<file path="src/rtl/spi_status_tx.sv">
// rtl/spi_status_tx.sv - SPI mode-0 status word transmitter, oversampled in the system clock domain
module spi_status_tx #(
    parameter int N_BYTES = 4,
    localparam int W = 8 * N_BYTES
) (
    input  logic         clk,
    input  logic         reset_n,
    input  logic         sck,
    input  logic         ce,
    input  logic [W-1:0] status_word,
    output logic         sdo,
    output logic         busy,
    output logic         frame_done,
    output logic         frame_abort
);

    localparam int CW = $clog2(W);
    localparam logic [CW-1:0] LAST_BIT = CW'(W - 1);

    localparam logic [1:0] S_IDLE  = 2'd0;
    localparam logic [1:0] S_SHIFT = 2'd1;
    localparam logic [1:0] S_DONE  = 2'd2;

    // [0],[1] synchronize, [2] is the delayed copy for edge detection
    logic [2:0]    sck_sync_q;
    logic [2:0]    ce_sync_q;

    logic [1:0]    state_q, state_d;
    logic [W-1:0]  shift_q, shift_d;
    logic [CW-1:0] cnt_q, cnt_d;
    logic          done_q, done_d;
    logic          abort_q, abort_d;

    logic          sck_fall;
    logic          ce_rise;
    logic          ce_fall;

    always_ff @(posedge clk) begin
        if (!reset_n) begin
            sck_sync_q <= '0;
            ce_sync_q  <= '0;
        end else begin
            sck_sync_q <= {sck_sync_q[1:0], sck};
            ce_sync_q  <= {ce_sync_q[1:0], ce};
        end
    end

    assign sck_fall = sck_sync_q[2] & ~sck_sync_q[1];
    assign ce_rise  = ce_sync_q[1] & ~ce_sync_q[2];
    assign ce_fall  = ce_sync_q[2] & ~ce_sync_q[1];

    // After W left shifts of zeros the register is empty, so sdo drops to 0 in DONE on its own.
    always_comb begin
        state_d = state_q;
        shift_d = shift_q;
        cnt_d   = cnt_q;
        done_d  = 1'b0;
        abort_d = 1'b0;
        case (state_q)
            S_IDLE: begin
                if (ce_rise) begin
                    shift_d = status_word;
                    cnt_d   = '0;
                    state_d = S_SHIFT;
                end
            end
            S_SHIFT: begin
                if (ce_fall) begin
                    abort_d = 1'b1;
                    shift_d = '0;
                    cnt_d   = '0;
                    state_d = S_IDLE;
                end else if (sck_fall) begin
                    shift_d = {shift_q[W-2:0], 1'b0};
                    if (cnt_q == LAST_BIT) begin
                        done_d  = 1'b1;
                        cnt_d   = '0;
                        state_d = S_DONE;
                    end else begin
                        cnt_d = cnt_q + CW'(1);
                    end
                end
            end
            S_DONE: begin
                if (ce_fall) begin
                    state_d = S_IDLE;
                end
            end
            default: begin
                shift_d = '0;
                cnt_d   = '0;
                state_d = S_IDLE;
            end
        endcase
    end

    always_ff @(posedge clk) begin
        if (!reset_n) begin
            state_q <= S_IDLE;
            shift_q <= '0;
            cnt_q   <= '0;
            done_q  <= 1'b0;
            abort_q <= 1'b0;
        end else begin
            state_q <= state_d;
            shift_q <= shift_d;
            cnt_q   <= cnt_d;
            done_q  <= done_d;
            abort_q <= abort_d;
        end
    end

    assign sdo         = shift_q[W-1];
    assign busy        = (state_q != S_IDLE);
    assign frame_done  = done_q;
    assign frame_abort = abort_q;

endmodule
</file>
<file path="config.mk">
export PLATFORM = sky130hd
export DESIGN_NAME = spi_status_tx
export DESIGN_NICKNAME = d
export VERILOG_FILES = /design/src/rtl/spi_status_tx.sv
export SDC_FILE = /design/constraint.sdc
export NUM_CORES = 1
export LEC_CHECK = 0
export ABC_AREA = 1
export BUFFER_PORTS_ARGS = -buffer_cell sky130_fd_sc_hd__buf_4
export CELL_PAD_IN_SITES_DETAIL_PLACEMENT = 0
export CELL_PAD_IN_SITES_GLOBAL_PLACEMENT = 1
export CORE_ASPECT_RATIO = 0.9
export CORE_MARGIN = 4
export CORE_UTILIZATION = 38
export CTS_CLUSTER_SIZE = 28
export DETAILED_ROUTE_END_ITERATION = 10
export GPL_TIMING_DRIVEN = 0
export PLACE_DENSITY = 0.76
export SLEW_MARGIN = 10
export SYNTH_ARGS = -nofsm -noshare
export SYNTH_HDL_FRONTEND = slang
export SYNTH_SLANG_ARGS = --single-unit
</file>
<file path="constraint.sdc">
create_clock -name clk -period 1.7 [get_ports clk]
set_input_delay 0 -clock clk [delete_from_list [all_inputs] [get_ports clk]]
set_output_delay 0 -clock clk [all_outputs]
set_load 0.005 [all_outputs]
</file>
==> impl_metrics.toml, run 1 <==
[setup_path]
crit_fanout = 3
regToRegStartpoint = "cnt_q[0]"
critical_path_class = "reg -> reg"
cp-end-kind = "flop"
worstPathRequired_ps = 1900
r2r_slack_ps = 150
worstReg2RegEnd = "state_q[0]"
crit_path_start = "cnt_q[0]"
worst-r2r-cell-count = 12
critical_path_arrival_ps = 1740
crit_top_cell = "nand2_1"
crit_chain = "ha_1 > nand2_1 > nor2_2 > ha_1 > inv_1 > nand2_1 > nor2_1 > nor2_1 > nand2_1 > nand2_1 > nand2_1 > nor2_1"
startpoint_type = "flop"
max_stage_delay_ps = 330
slowest_stage = "dfxtp_1"
critPathCapture = "state_q[0]"

[sta]
tightest_slew_ps = 483.3
hold_viol_final = 0
rsz0062_at_grt = "no"
slew_viol_final = 0
fin_crit_sh = 0.9104
tns_ps = 0
post-route-worst-setup-slack_ps = 152.2
clock_skew_ps = 5.303
setup_viol = 0
slew_headroom = 0.6778
fmax_mhz = 646.1
period_minus_slack_ps = 1548

[grt]
grt_pass1_vias = 1951
grt-busiest-layer = "met2"
grt_max_degree = 14
grt_pass1_wl_um = 8838
gr-usage-met1 = 0.2084
grtUsageMet3 = 0.03651
met2_usage = 0.2445
grtUsageTotal = 0.1536
grt_overflow = 0
antenna_found_initial = 0

[placement]
dp_hpwl_um = 3634
numPortBuffers = 39
place_congestion = 0.7470
post-place-ws_ps = 49.32

[run_status]
status = "finished clean"

[die]
dieHeight_um = 81.02
ios = 40
fp-row-count = 26
start_util = 0.3931
core_um2 = 5725
die_area_um2 = 7220
die_w_um = 89.13

[hold_path]
worstHoldPathType = "in -> reg"
min_from = "status_word[0]"

[yosys]
syn_inst = 341
synth_seq_cells = 47
ys_warn_count = 0
synth.distinct_cells = 23
ys_seq_area_frac = 0.4180
netlist_area_um2 = 2251
syn_avg_cell_area_um2 = 6.601
synth_nets = 379

[clock_tree]
numCtsBuffers = 5
clk_pin_slew_ps = 90
htreeDepth = 2
root_buffer = "clkbuf_8"
clock_tree.buffer_depth = 2
cts_sinks = 47
postCtsSetupBuffers = 0
cts_tree = "yes"
insertion_delay_ps = 300

[routing]
wire_per_inst_um = 11.21
antenna_left = 0
drt-total-wl_um = 5144
via_per_inst = 4.593
drc_errors = 0
drtIter0Drc = 84
via_count = 2108
first_pass_iters = 4

[pwr]
peakVddDrop_mv = 0.5510
p_leak_nw = 1.298
p_per_area_nw_per_um2 = 1332

[finish]
num-nets-final = 427
nFillCells = 628
areaGrowthSynthToFinish_pct = 21.79
antennaDiodeCount = 0
drive_above_1_share = 0.1748

[flow_run]
maxCapViolCount = 0
## worst min path at each step
| stage | end | slack (ps) | cells past startpoint |
|---|---|---|---|
| floorplan | ce_sync_q[0] | 100 | 2 |
| global placement | sck_sync_q[0] | 180 | 3 |
| CTS | shift_q[0] | 10 | 3 |
| detailed placement | sck_sync_q[0] | 190 | 3 |
| global route | shift_q[0] | 40 | 3 |
| finish | shift_q[0] | 20 | 3 |
## power breakdown
part	total [mW]	switching (mW)	internal, mW
sequential	1.54	0.144	1.40
combinational	1.42	0.862	0.559
clock	0.693	0.373	0.320
## layout make-up
cell class	instances	area, um^2	area share
Buffer	18	118.9	0.04336
Clock buffer	6	82.58	0.03012
Clock inverter	1	5.005	0.001826
Inverter	20	75.07	0.02738
Multi-Input combinational cell	256	1119	0.4080
Sequential cell	47	940.9	0.3432
Tap cell	70	87.58	0.03195
Timing Repair Buffer	41	312.8	0.1141
## layout by cell type, fill, tap and decap left out
cell,instances
buf_1,1
nand2_1,175
a21oi_1,35
clkinv_2,1
dfxtp_1,47
inv_2,2
dlygate4sd3_1,2
nand3_1,15
inv_1,17
o21ai_4,1
clkbuf_1,6
buf_2,2
clkbuf_8,6
nor2_2,1
nand2_2,2
nand4_1,3
nor2_4,3
clkinv_1,1
buf_4,44
nor2_1,13
ha_1,2
nand3_4,1
buf_6,4
o21ai_0,1
nor4_1,1
o21ai_1,1
nor3_1,1
nand2_4,1
## cell families (layout without fill, tap and decap cells)
kind of cell | Yosys count | in the layout | share of synthesized area
simple gates | 216 | 216 | 0.3952
flops | 47 | 47 | 0.4180
compound gates | 38 | 38 | 0.08950
buf+inv | 38 | 86 | 0.08616
fa+ha+maj | 2 | 2 | 0.01112
## worst max-delay path, delay by kind of cell (launching register included)
family | cells | cell delay (ps)
fa+ha+maj | 2 | 390
buf+inv | 1 | 90
simple gates | 9 | 640
flops | 1 | 330
## state kept, by name, summed over array words and instances (netlist names)
| name | cells |
|---|---|
| sck_sync_q | 3 |
| state_q | 2 |
| shift_q | 32 |
| ce_sync_q | 3 |
| frame_abort | 1 |
| frame_done | 1 |
| cnt_q | 5 |
## Yosys cell counts
cell type | instances | area, um^2
inv_2 | 2 | 7.510
nor3_1 | 1 | 5.000
nand3_1 | 15 | 75.07
buf_2 | 2 | 10.01
buf_4 | 5 | 37.54
buf_6 | 4 | 45.04
nand2_4 | 1 | 11.26
a21oi_1 | 35 | 175.2
clkinv_1 | 1 | 3.750
nor2_4 | 3 | 33.78
buf_1 | 1 | 3.750
dfxtp_1 | 47 | 940.9
o21ai_0 | 2 | 10.01
nor4_1 | 1 | 6.260
o21ai_4 | 1 | 16.27
nand2_2 | 2 | 12.51
nand3_4 | 1 | 17.52
nand2_1 | 175 | 656.9
nand4_1 | 3 | 18.77
inv_1 | 17 | 63.81
nor2_1 | 14 | 52.55
ha_1 | 2 | 25.02
clkbuf_1 | 6 | 22.52
## per-stage QoR
stage / hold WS (ps) / instance area, um^2 / power, mW / cells / util
3_3_place_gp: 182.6 / 2631 / 2.994 / 450 / 0.4596
5_1_grt: 43.15 / 2741 / 3.968 / 459 / 0.4788
2_1_floorplan: 97.63 / 2251 / 2.611 / 341 / -
3_5_place_dp: 186.3 / 2631 / 3.001 / 450 / 0.4596
6_report: 16.71 / 2741 / 3.653 / 459 / 0.4788
4_1_cts: 10.15 / 2739 / 3.698 / 459 / 0.4784
## per-layer routing
| layer | wire length [um] | vias to the layer above | share of wire |
|---|---|---|---|
| li1 | - | 1153 | - |
| met1 | 2561 | 922 | 0.50 |
| met2 | 2336 | 29 | 0.45 |
| met3 | 201 | 4 | 0.039 |
| met4 | 44 | 0 | 0.0086 |
| met5 | 0 | - | 0 |
## repair_timing
action | CTS | global route
resized for setup | 0 | 2
hold buffers | 2 | 0
endpoints found under the setup margin | 0 | 4
hold endpoints to repair | 2 | 0
Note: power is estimated with default switching activity, not from simulation.
==> run 2, diff against run 1 <==
CORE_UTILIZATION = 41   (was 38)
PLACE_DENSITY = 0.81   (was 0.76)
clock period = 1.8 ns   (was 1.7 ns; I/O delays follow)
==> impl_metrics.toml, run 2 (synthesized netlist as in run 1, its figures left out) <==
[sta]
period_minus_slack_ps = 1552
tightest_slew_ps = 469.0
fin_crit_sh = 0.8625
post-route-worst-setup-slack_ps = 247.5
rsz0062_at_grt = "no"
clock_skew_ps = 3.388
setup_viol = 0
hold_viol_final = 0
tns_ps = 0
slew_viol_final = 0
slew_headroom = 0.6873
fmax_mhz = 644.1
whs_ps = 24.81

[routing]
first_pass_iters = 4
drc_errors = 0
drtIter0Drc = 128
drt-total-wl_um = 5172
via_per_inst = 4.638
wire_per_inst_um = 11.29
via_count = 2124
antenna_left = 0

[clock_tree]
htreeDepth = 2
clock_tree.buffer_depth = 2
clk_pin_slew_ps = 80
numCtsBuffers = 5
root_buffer = "clkbuf_8"
insertion_delay_ps = 300
cts_tree = "yes"
cts_sinks = 47

[die]
core_um2 = 5286
dieHeight_um = 78.29
fp-row-count = 25
die_area_um2 = 6741
ios = 40
die_w_um = 86.10
start_util = 0.4258

[setup_path]
critical_path_class = "reg -> reg"
cp-end-kind = "flop"
crit_fanout = 3
startpoint_type = "flop"
critical_path_arrival_ps = 1750
worstPathRequired_ps = 2000

[placement]
post-place-ws_ps = 172.5
dp.cells = 447
numPortBuffers = 39
placed_area_um2 = 2628
dp_hpwl_um = 3638
place_congestion = 0.7008

[finish]
reg.largest.list = "shift_q x32, cnt_q x5"
multi_input_area_um2 = 1116
areaGrowthSynthToFinish_pct = 23.29
fin_cells = 458
final_common_cell = "nand2_1"
final-seq-area_um2 = 940.9
nFillCells = 573
num-nets-final = 428
stdcell_area_um2 = 2775
layout_common_cells = "nand2_1 (175), dfxtp_1 (47), buf_4 (44)"
drive_above_1_share = 0.1739
antennaDiodeCount = 0
largest_register_ffs = 32
regMostFlops = "shift_q"

[grt]
antenna_found_initial = 0
grt_pass1_vias = 1973
grtUsageMet3 = 0.04722
grtUsageTotal = 0.1648
grt_overflow = 0
grt-busiest-layer = "met2"
gr-usage-met1 = 0.2246
met2_usage = 0.2542
grt_max_degree = 15
grt_pass1_wl_um = 8928

[pwr]
p_per_area_nw_per_um2 = 1300
peakVddDrop_mv = 0.5231
p_leak_nw = 1.316

[flow_run]
maxCapViolCount = 0

[hold_path]
worstHoldPathType = "in -> reg"

[run_status]
status = "finished clean"
-- run 2: changes by cell type in the layout (fill, tap and decap cells not counted) --
cell / delta
nor2_1: +1
dlygate4sd3_1: +1
nor2_2: -1
bufinv_16: +1
-- run 2: final timing paths --
path | startpoint | to | slack [ps] | cells after the start
setup / recovery | cnt_q[0] | state_q[0] | 250 | 12
hold / removal | reset_n | cnt_q[2] | 20 | 3
setup reg to reg | cnt_q[0] | state_q[0] | 250 | 12
hold reg to reg | ce_sync_q[0] | ce_sync_q[1] | 420 | 2
-- run 2: layout make-up --
type	count	share of cell area
sequential	47	0.3390
timing repair buffer	42	0.1163
clock buffer	6	0.02976
multi-input combinational	256	0.4022
buffer	18	0.04283
tap	67	0.03021
inverter	20	0.02705
clock inverter	2	0.01262
-- run 2: repair_timing --
| item | in CTS | in global routing |
|---|---|---|
| setup buffers | 0 | 0 |
| gates resized for setup | 0 | 1 |
| hold endpoints to repair | 3 | 0 |
| hold buffers | 3 | 0 |
| endpoints found under the setup margin | 0 | 3 |
-- run 2: power breakdown --
| part | total [mW] | switching (mW) | internal [mW] |
|---|---|---|---|
| Combinational | 1.34 | 0.815 | 0.528 |
| Clock | 0.810 | 0.360 | 0.450 |
| Sequential | 1.46 | 0.138 | 1.32 |
-- run 2: worst max-delay path: stages (launching register included) --
cell and delay (ps):
dfxtp_1 340, ha_1 230, nand2_1 70, nor2_1 50, ha_1 170, inv_1 90, nand2_1 60, nor2_1 150
nor2_1 60, nand2_1 80, nand2_1 50, nand2_1 60, nor2_1 40
-- run 2: routing by layer --
| layer | share of wire | routed length, um |
|---|---|---|
| met5 | 0 | 0 |
| met4 | 0.0097 | 50 |
| met3 | 0.057 | 293 |
| met2 | 0.45 | 2305 |
| met1 | 0.49 | 2522 |
-- run 2: per-stage QoR --
| stage | total power [mW] | utilization |
|---|---|---|
| 6_report | 3.609 | 0.5250 |
| 5_1_grt | 3.922 | 0.5250 |
| 4_1_cts | 3.658 | 0.5250 |
| 3_5_place_dp | 2.832 | 0.4970 |
| 3_3_place_gp | 2.816 | 0.4970 |
| 2_1_floorplan | 2.466 | - |
